`config.mk`:
```
export PLATFORM = sky130hd
export DESIGN_NAME = nibble_packer
export DESIGN_NICKNAME = d
export VERILOG_FILES = /design/src/rtl/nibble_packer_pkg.sv /design/src/rtl/nibble_packer_fifo.sv /design/src/rtl/nibble_packer.sv
export SDC_FILE = /design/constraint.sdc
export NUM_CORES = 1
export LEC_CHECK = 0
export ABC_AREA = 1
export BUFFER_PORTS_ARGS = -buffer_cell sky130_fd_sc_hd__buf_2
export CORE_ASPECT_RATIO = 0.7
export CORE_MARGIN = 1.5
export CORE_UTILIZATION = 25
export CTS_CLUSTER_SIZE = 25
export DETAILED_ROUTE_END_ITERATION = 10
export PLACE_DENSITY = 0.38
export SYNTH_ARGS = -nofsm -noshare
export SYNTH_HDL_FRONTEND = slang
export SYNTH_HIERARCHICAL = 1
export SYNTH_SLANG_ARGS = --single-unit
```
`constraint.sdc`:
```
create_clock -name clk -period 2.6 [get_ports clk]
set_input_delay 0 -clock clk [delete_from_list [all_inputs] [get_ports clk]]
set_output_delay 0 -clock clk [all_outputs]
set_load 0.1 [all_outputs]
```
`src/rtl/nibble_packer_pkg.sv`:
```
// Shared types and widths for the nibble-to-byte reassembly path.
package nibble_packer_pkg;

    localparam int NIB_W  = 4;
    localparam int BYTE_W = 8;

    typedef enum logic {
        ST_LOW,
        ST_HIGH
    } pack_state_t;

    typedef struct packed {
        logic [7:0] data;
        logic       last;
        logic       partial;
    } pack_entry_t;

    localparam int ENTRY_W = $bits(pack_entry_t);

    function automatic pack_entry_t makeEntry(
        input logic [BYTE_W-1:0] data,
        input logic              last,
        input logic              partial
    );
        pack_entry_t entry;
        entry.data    = data;
        entry.last    = last;
        entry.partial = partial;
        return entry;
    endfunction

endpackage

```
`src/rtl/nibble_packer_fifo.sv`:
```
// Two-entry synchronous FIFO holding assembled bytes; the head is read
// straight out of storage so downstream never sees a combinational input path.
module nibble_packer_fifo
    import nibble_packer_pkg::*;
#(
    parameter int DEPTH = 2
) (
    input  logic               clk,
    input  logic               rst_n,
    input  logic               i_push,
    input  logic [ENTRY_W-1:0] i_entry,
    input  logic               i_pop,
    output logic [ENTRY_W-1:0] o_head,
    output logic               o_full,
    output logic               o_empty,
    output logic [1:0]         o_count
);

    pack_entry_t r_mem [2];
    logic        r_wrPtr;
    logic        r_rdPtr;
    logic [1:0]  r_count;

    logic w_doPush;
    logic w_doPop;

    assign o_full   = (r_count == 2'(DEPTH));
    assign o_empty  = (r_count == 2'd0);
    assign o_count  = r_count;
    assign o_head   = r_mem[r_rdPtr];

    assign w_doPush = i_push && !o_full;
    assign w_doPop  = i_pop && !o_empty;

    // Storage is cleared on reset so the head reads as all zeros while empty.
    always_ff @(posedge clk) begin
        if (!rst_n) begin
            r_mem[0] <= '0;
            r_mem[1] <= '0;
            r_wrPtr  <= 1'b0;
        end else if (w_doPush) begin
            r_mem[r_wrPtr] <= pack_entry_t'(i_entry);
            r_wrPtr        <= ~r_wrPtr;
        end
    end

    always_ff @(posedge clk) begin
        if (!rst_n) begin
            r_rdPtr <= 1'b0;
        end else if (w_doPop) begin
            r_rdPtr <= ~r_rdPtr;
        end
    end

    always_ff @(posedge clk) begin
        if (!rst_n) begin
            r_count <= 2'd0;
        end else begin
            case ({w_doPush, w_doPop})
                2'b10:   r_count <= r_count + 2'd1;
                2'b01:   r_count <= r_count - 2'd1;
                default: r_count <= r_count;
            endcase
        end
    end

endmodule

```
`src/rtl/nibble_packer.sv`:
```
// Reassembles a low-nibble-first stream into bytes; a last marker on a lone
// low nibble flushes it as a zero-padded partial byte.
module nibble_packer
    import nibble_packer_pkg::*;
#(
    parameter int DEPTH = 2
) (
    input  logic              clk,
    input  logic              rst_n,
    input  logic              nib_valid,
    output logic              nib_ready,
    input  logic [NIB_W-1:0]  nib_data,
    input  logic              nib_last,
    output logic              out_valid,
    input  logic              out_ready,
    output logic [BYTE_W-1:0] out_data,
    output logic              out_last,
    output logic              out_partial
);

    pack_state_t      r_state;
    pack_state_t      w_nextState;
    logic [NIB_W-1:0] r_loQ;
    logic [NIB_W-1:0] w_nextLoQ;

    logic               w_accept;
    logic               w_push;
    pack_entry_t        w_pushEntry;
    logic [ENTRY_W-1:0] w_headBits;
    pack_entry_t        w_head;
    logic               w_full;
    logic               w_empty;
    logic [1:0]         w_count;

    // Readiness depends only on registered occupancy, never on out_ready.
    assign nib_ready = rst_n && (w_count != 2'(DEPTH));
    assign w_accept  = nib_valid && nib_ready;

    always_ff @(posedge clk) begin
        if (!rst_n) begin
            r_state <= ST_LOW;
            r_loQ   <= '0;
        end else begin
            r_state <= w_nextState;
            r_loQ   <= w_nextLoQ;
        end
    end

    always_comb begin
        w_nextState = r_state;
        w_nextLoQ   = r_loQ;
        w_push      = 1'b0;
        w_pushEntry = '0;
        if (w_accept) begin
            case (r_state)
                ST_LOW: begin
                    if (nib_last) begin
                        w_push      = 1'b1;
                        w_pushEntry = makeEntry({4'h0, nib_data}, 1'b1, 1'b1);
                    end else begin
                        w_nextLoQ   = nib_data;
                        w_nextState = ST_HIGH;
                    end
                end
                ST_HIGH: begin
                    w_push      = 1'b1;
                    w_pushEntry = makeEntry({nib_data, r_loQ}, nib_last, 1'b0);
                    w_nextState = ST_LOW;
                end
                default: begin
                    w_nextState = ST_LOW;
                end
            endcase
        end
    end

    nibble_packer_fifo #(
        .DEPTH (DEPTH)
    ) uFifo (
        .clk     (clk),
        .rst_n   (rst_n),
        .i_push  (w_push && !w_full),
        .i_entry (w_pushEntry),
        .i_pop   (out_ready),
        .o_head  (w_headBits),
        .o_full  (w_full),
        .o_empty (w_empty),
        .o_count (w_count)
    );

    assign w_head      = pack_entry_t'(w_headBits);
    assign out_valid   = !w_empty;
    assign out_data    = w_head.data;
    assign out_last    = w_head.last;
    assign out_partial = w_head.partial;

endmodule

```
; Yosys cells after proc, flatten, opt, wreduce, memory -nomap -nowiden
; Memories as Yosys holds them, arrays and structs flattened. A register that Yosys moved wholly into a read port is not among the register bits.
; Index checks and enable logic that the tools add are counted.
[totals]
latchBits = 0
elab_cells = 45
ramBits = 20
rom_bits = 0
reg_bits = 9
out_inout_bits = 12
mem_count = 1
[mem_list]
columns = memory, depth, word_bits, read_ports, rd_ports_with_merged_regs, write_ports, line
row1 = uFifo.r_mem, 2, 10, 1, 1, 2, nibble_packer_fifo.sv:19  ; pack_entry_t r_mem [2];
[op_classes]
add_sub_neg = 2
n_div = 0
bitwise_logic = 4
n_reduce_logical = 11
n_shift = 0
n_mux = 18
eq_ne = 4
multipliers = 0
magnitude_cmp = 0
[op_table]
columns = operator, n
row1 = two-way mux 10 bit, 2
row2 = one-hot mux 10 bit (2 select lines), 1
row3 = two-way mux 1 bit, 11
row4 = OR reduction 10 bit, 1
row5 = two-way mux 6 bit, 1
row6 = logical AND 1 bit, 5
row7 = == test 2 bit (second input constant), 2
row8 = NOT 1 bit, 4
row9 = one-hot mux 1 bit (2 select lines), 2
row10 = one-hot mux 2 bit (2 select lines), 1
row11 = AND reduction 3 bit, 1
row12 = adder 2 x 1 -> 2 bit (second input constant), 1
row13 = == test 2 x 1 -> 1 bit (second input constant), 1
row14 = zero test 1 bit, 2
row15 = zero test 2 bit, 1
row16 = != test 2 bit (second input constant), 1
row17 = nonzero test 2 bit, 1
row18 = subtractor 2 x 1 -> 2 bit (second input constant), 1

; Logic depth before layout (Yosys ltp)
[depth]
ltp_word = 11
depth_mapped = 13
ltp_nobuf = 13

; Cells and area by module
; Netlist, hierarchy kept.
[by_module_without_submodules]
columns = mod, instances, seq_area_each_um2, cells_each, area_each_um2
row1 = nibble_packer_fifo, 1, 700.7, 105, 1159.9
row2 = nibble_packer, 1, 100.1, 63, 379.1

; Worst setup path after synthesis
; No wires, ideal clock.
[synth_timing]
path_type = flip-flop to output port
from = register uFifo.r_count[0], in the netlist uFifo/o_count[0]
to = output port nib_ready
path_stages_with_launch = 3
path_buffers = 0
arrival_ps = 1940
slack_ps = 660
required_ps = 2600
path_cell_list = dfxtp_1 -> inv_1 -> a21oi_1
[synth_via]
elab_chain_cells = 2
[synth_rtl]
columns = item, line
row1 = from (decl), nibble_packer_fifo.sv:22  ; logic [1:0] r_count;
row2 = from (signal assigned), nibble_packer_fifo.sv:60  ; 2'b10: r_count <= r_count + 2'd1;
row3 = from (signal assigned), nibble_packer_fifo.sv:61  ; 2'b01: r_count <= r_count - 2'd1;
row4 = from (signal assigned), nibble_packer_fifo.sv:62  ; default: r_count <= r_count;
row5 = != test 2 bit, nibble_packer.sv:36  ; assign nib_ready = rst_n && (w_count != 2'(DEPTH));
row6 = logical AND 1 bit, nibble_packer.sv:36
row7 = to (decl), nibble_packer.sv:11  ; output logic nib_ready,
; Every way passes these cells.

==> flow_summary_export.csv <==
group,metric,value,unit
floorplan,io_pins,21,
route,dr.pass1.iters,4,
timing,period_share,87.0,%
clock_tree,cts_root_buffer,"clkbuf_8",
clock_tree,clock_sinks,30,
cells_and_area,layout_common_cells,"nor2_1 (32), inv_1 (28), nand2_1 (27)",
synthesis,synth_top_area_share,39.0,%
setup_path,cp_data_arrival_time,2.19,ns
clock_tree,clkSlewWorstSetupHoldPaths,0.06,ns
clock_tree,cts_tree,"done",
global_routing,grt_usage,10.2,%
power_and_ir_drop,fin_total_pwr,1330,uW
cells_and_area,regArea,801,um2
cells_and_area,num-fill-cells,617,
cells_and_area,nets,203,
cells_and_area,final_common_cell,"nor2_1",
placement,io_buffers,20,
route,vias,1078,
route,wl_per_cell,11.2,um
flow_run,maxCapViolCount,0,
global_routing,grt_first_pass_wirelength,5.17,mm
route,drt_iter0_markers,48,
global_routing,grt_pass1_vias,1078,
setup_path,path_class,"flop to flop",
synthesis,postSynthAreaPerCell,9.16,um2
global_routing,grt_remaining_overflow,0,
timing,skew,0.00343,ns
cells_and_area,drive_gt1_share,28.4,%
timing,fin_crit,2.26,ns
cells_and_area,multiInputGateArea,579,um2
placement,post-dp-hpwl,2.24,mm
setup_path,path_cells,"inv_1 -> nand2_1 -> nand3_2 -> nor3_1 -> inv_1 -> nor2_4 -> nand3_2 -> nand2_1",
power_and_ir_drop,ir_drop,0.000229,V
synthesis,yosysSeqAreaShare,52.0,%
cells_and_area,stdcell_count,269,
placement,pre_cts_ws,0.323,ns
min_path,hold_class,"input port to flop",
setup_path,slowest_delay,0.44,ns
floorplan,initial_utilization,26.3,%
floorplan,die_h,68.6,um
cells_and_area,antenna_cells,0,
timing,worstMarginPinSlew,0.489,ns
setup_path,worst_path_max_delay_cell,"dfxtp_1",
timing,fin_ws,0.339,ns
timing,setup_viol,0,
cells_and_area,post-route-util,31.3,%
route,drt-total-wl,3.02,mm
outcome,status,"finished clean",
power_and_ir_drop,p_per_area,726,mW/mm2
route,detail-route-antenna-nets,0,
synthesis,synth_area,0.00154,mm2
setup_path,cp-start-kind,"flop",
timing,rsz0062_at_grt,"false",
cells_and_area,syn_to_final_growth,18.9,%
clock_tree,cts-buffers-inserted,5,
timing,fmax,442,MHz
clock_tree,cts_buffer_depth,2,
setup_path,critPathCaptureType,"flop",
global_routing,antenna_found_initial,0,
timing,max_slew_margin,67.6,%
setup_path,path_max_fanout,12,
synthesis,synth_largest_area_cell,"edfxtp_1",
synthesis,ys_ff_latch,30,
clock_tree,cts.htree.levels,2,
synthesis,ys_warn_count,6,
floorplan,std_cell_rows,23,
placement,place_inst,258,
synthesis,synth.top_cells.by_area,"edfxtp_1 (39%), dfxtp_1 (13%), nor2_1 (7.8%)",
timing,slew_viol_final,0,
setup_path,rrSetupSlack,0.34,ns
route,drcViolationCount,0,
route,viasPerCell,4.01,
timing,tns,0,ns
placement,routabilityCongestion,0.744,
synthesis,synth_cell_types,20,
floorplan,die_x,96.8,um
synthesis,synth_nets,178,
setup_path,cp.required,2.53,ns
global_routing,grt_max_degree,15,
power_and_ir_drop,cellLeakagePower,0.000714,uW
synthesis,synth_cells,168,
clock_tree,clock_latency,0.27,ns
floorplan,core-area,0.00584,mm2
timing,hold_viol,0,
floorplan,fp.dieArea,0.00664,mm2
## synth_stat cells
cell type / count
nor2_1: 32
inv_1: 28
nand2_1: 27
edfxtp_1: 20
dfxtp_1: 10
mux2_2: 10
nor2_2: 9
a21oi_1: 7
nand3_1: 5
buf_2: 3
buf_6: 3
nand3_2: 3
nor2_4: 3
o21ai_0: 2
clkbuf_2: 1
ha_1: 1
nand4_1: 1
nand4_4: 1
nor3_1: 1
nor3_2: 1
## metrics by stage
step                      hold WS [ns]  area, um2
after global routing            0.0110       1830
after CTS                      0.00750       1830
after global placement           0.268       1690
final                          0.00623       1830
after detailed placement         0.274       1690
after floorplan                  0.135       1540
## final timing paths
check,from,to,cells after the start
worst min register to register,uFifo/r_rdPtr,flop,2
worst max-delay path,uFifo/o_count[0],uFifo/r_mem[1][1],8
worst max register to register,uFifo/o_count[0],uFifo/r_mem[1][1],8
worst min-delay path,nib_data[3],r_loQ[3],3
## registers in the layout (all words and copies together), names as in the netlist, named ones only
register,count
uFifo/r_mem,20
r_loQ,4
uFifo/o_count,2
r_state,1
uFifo/r_rdPtr,1
uFifo/r_wrPtr,1
## layer usage
metal | wire, um | vias up | global-route usage [%]
li1 | - | 575 | -
met1 | 1550 | 478 | 13.2
met2 | 1260 | 20 | 15.3
met3 | 166 | 5 | 3.93
met4 | 41 | 0 | 4.35
met5 | 0 | - | 0
## critical path, delay by kind of cell (launching register included)
family	cells	cell delay (ns)
AND/OR/NAND/NOR	6	1.30
flip-flops	1	0.44
buffers and inverters	2	0.17
## area by class of cell
class                   instances  area share [%]
flip-flops and latches         30            43.7
multi-input cells             103            31.6
repair buffers                 25            7.93
inverters                      28            5.74
well taps                      75            5.13
clock buffers                   6            3.96
clock inverters                 2            1.85
## repair_timing
action                                 4_1_cts  5_1_grt
resized for setup                            0        0
setup buffers                                0        0
endpoints found under the hold margin        3        0
hold buffers                                 3        0
## power by group
group / internal, uW / total [uW] / switching (uW)
clock: 282 / 451 / 169
combinational: 69.1 / 316 / 247
sequential: 536 / 561 / 24.9
total: 888 / 1330 / 441
## logic make-up (layout without fill, tap and decap cells)
family | after synthesis | count (layout) | share of synthesized area [%]
mux | 10 | 10 | 7.32
flops | 30 | 30 | 52.0
simple gates | 83 | 83 | 26.6
buf+inv | 35 | 61 | 10.3
fa+ha+maj | 1 | 1 | 0.813
compound gates | 9 | 9 | 2.93
(Power assumes the default switching activity.)
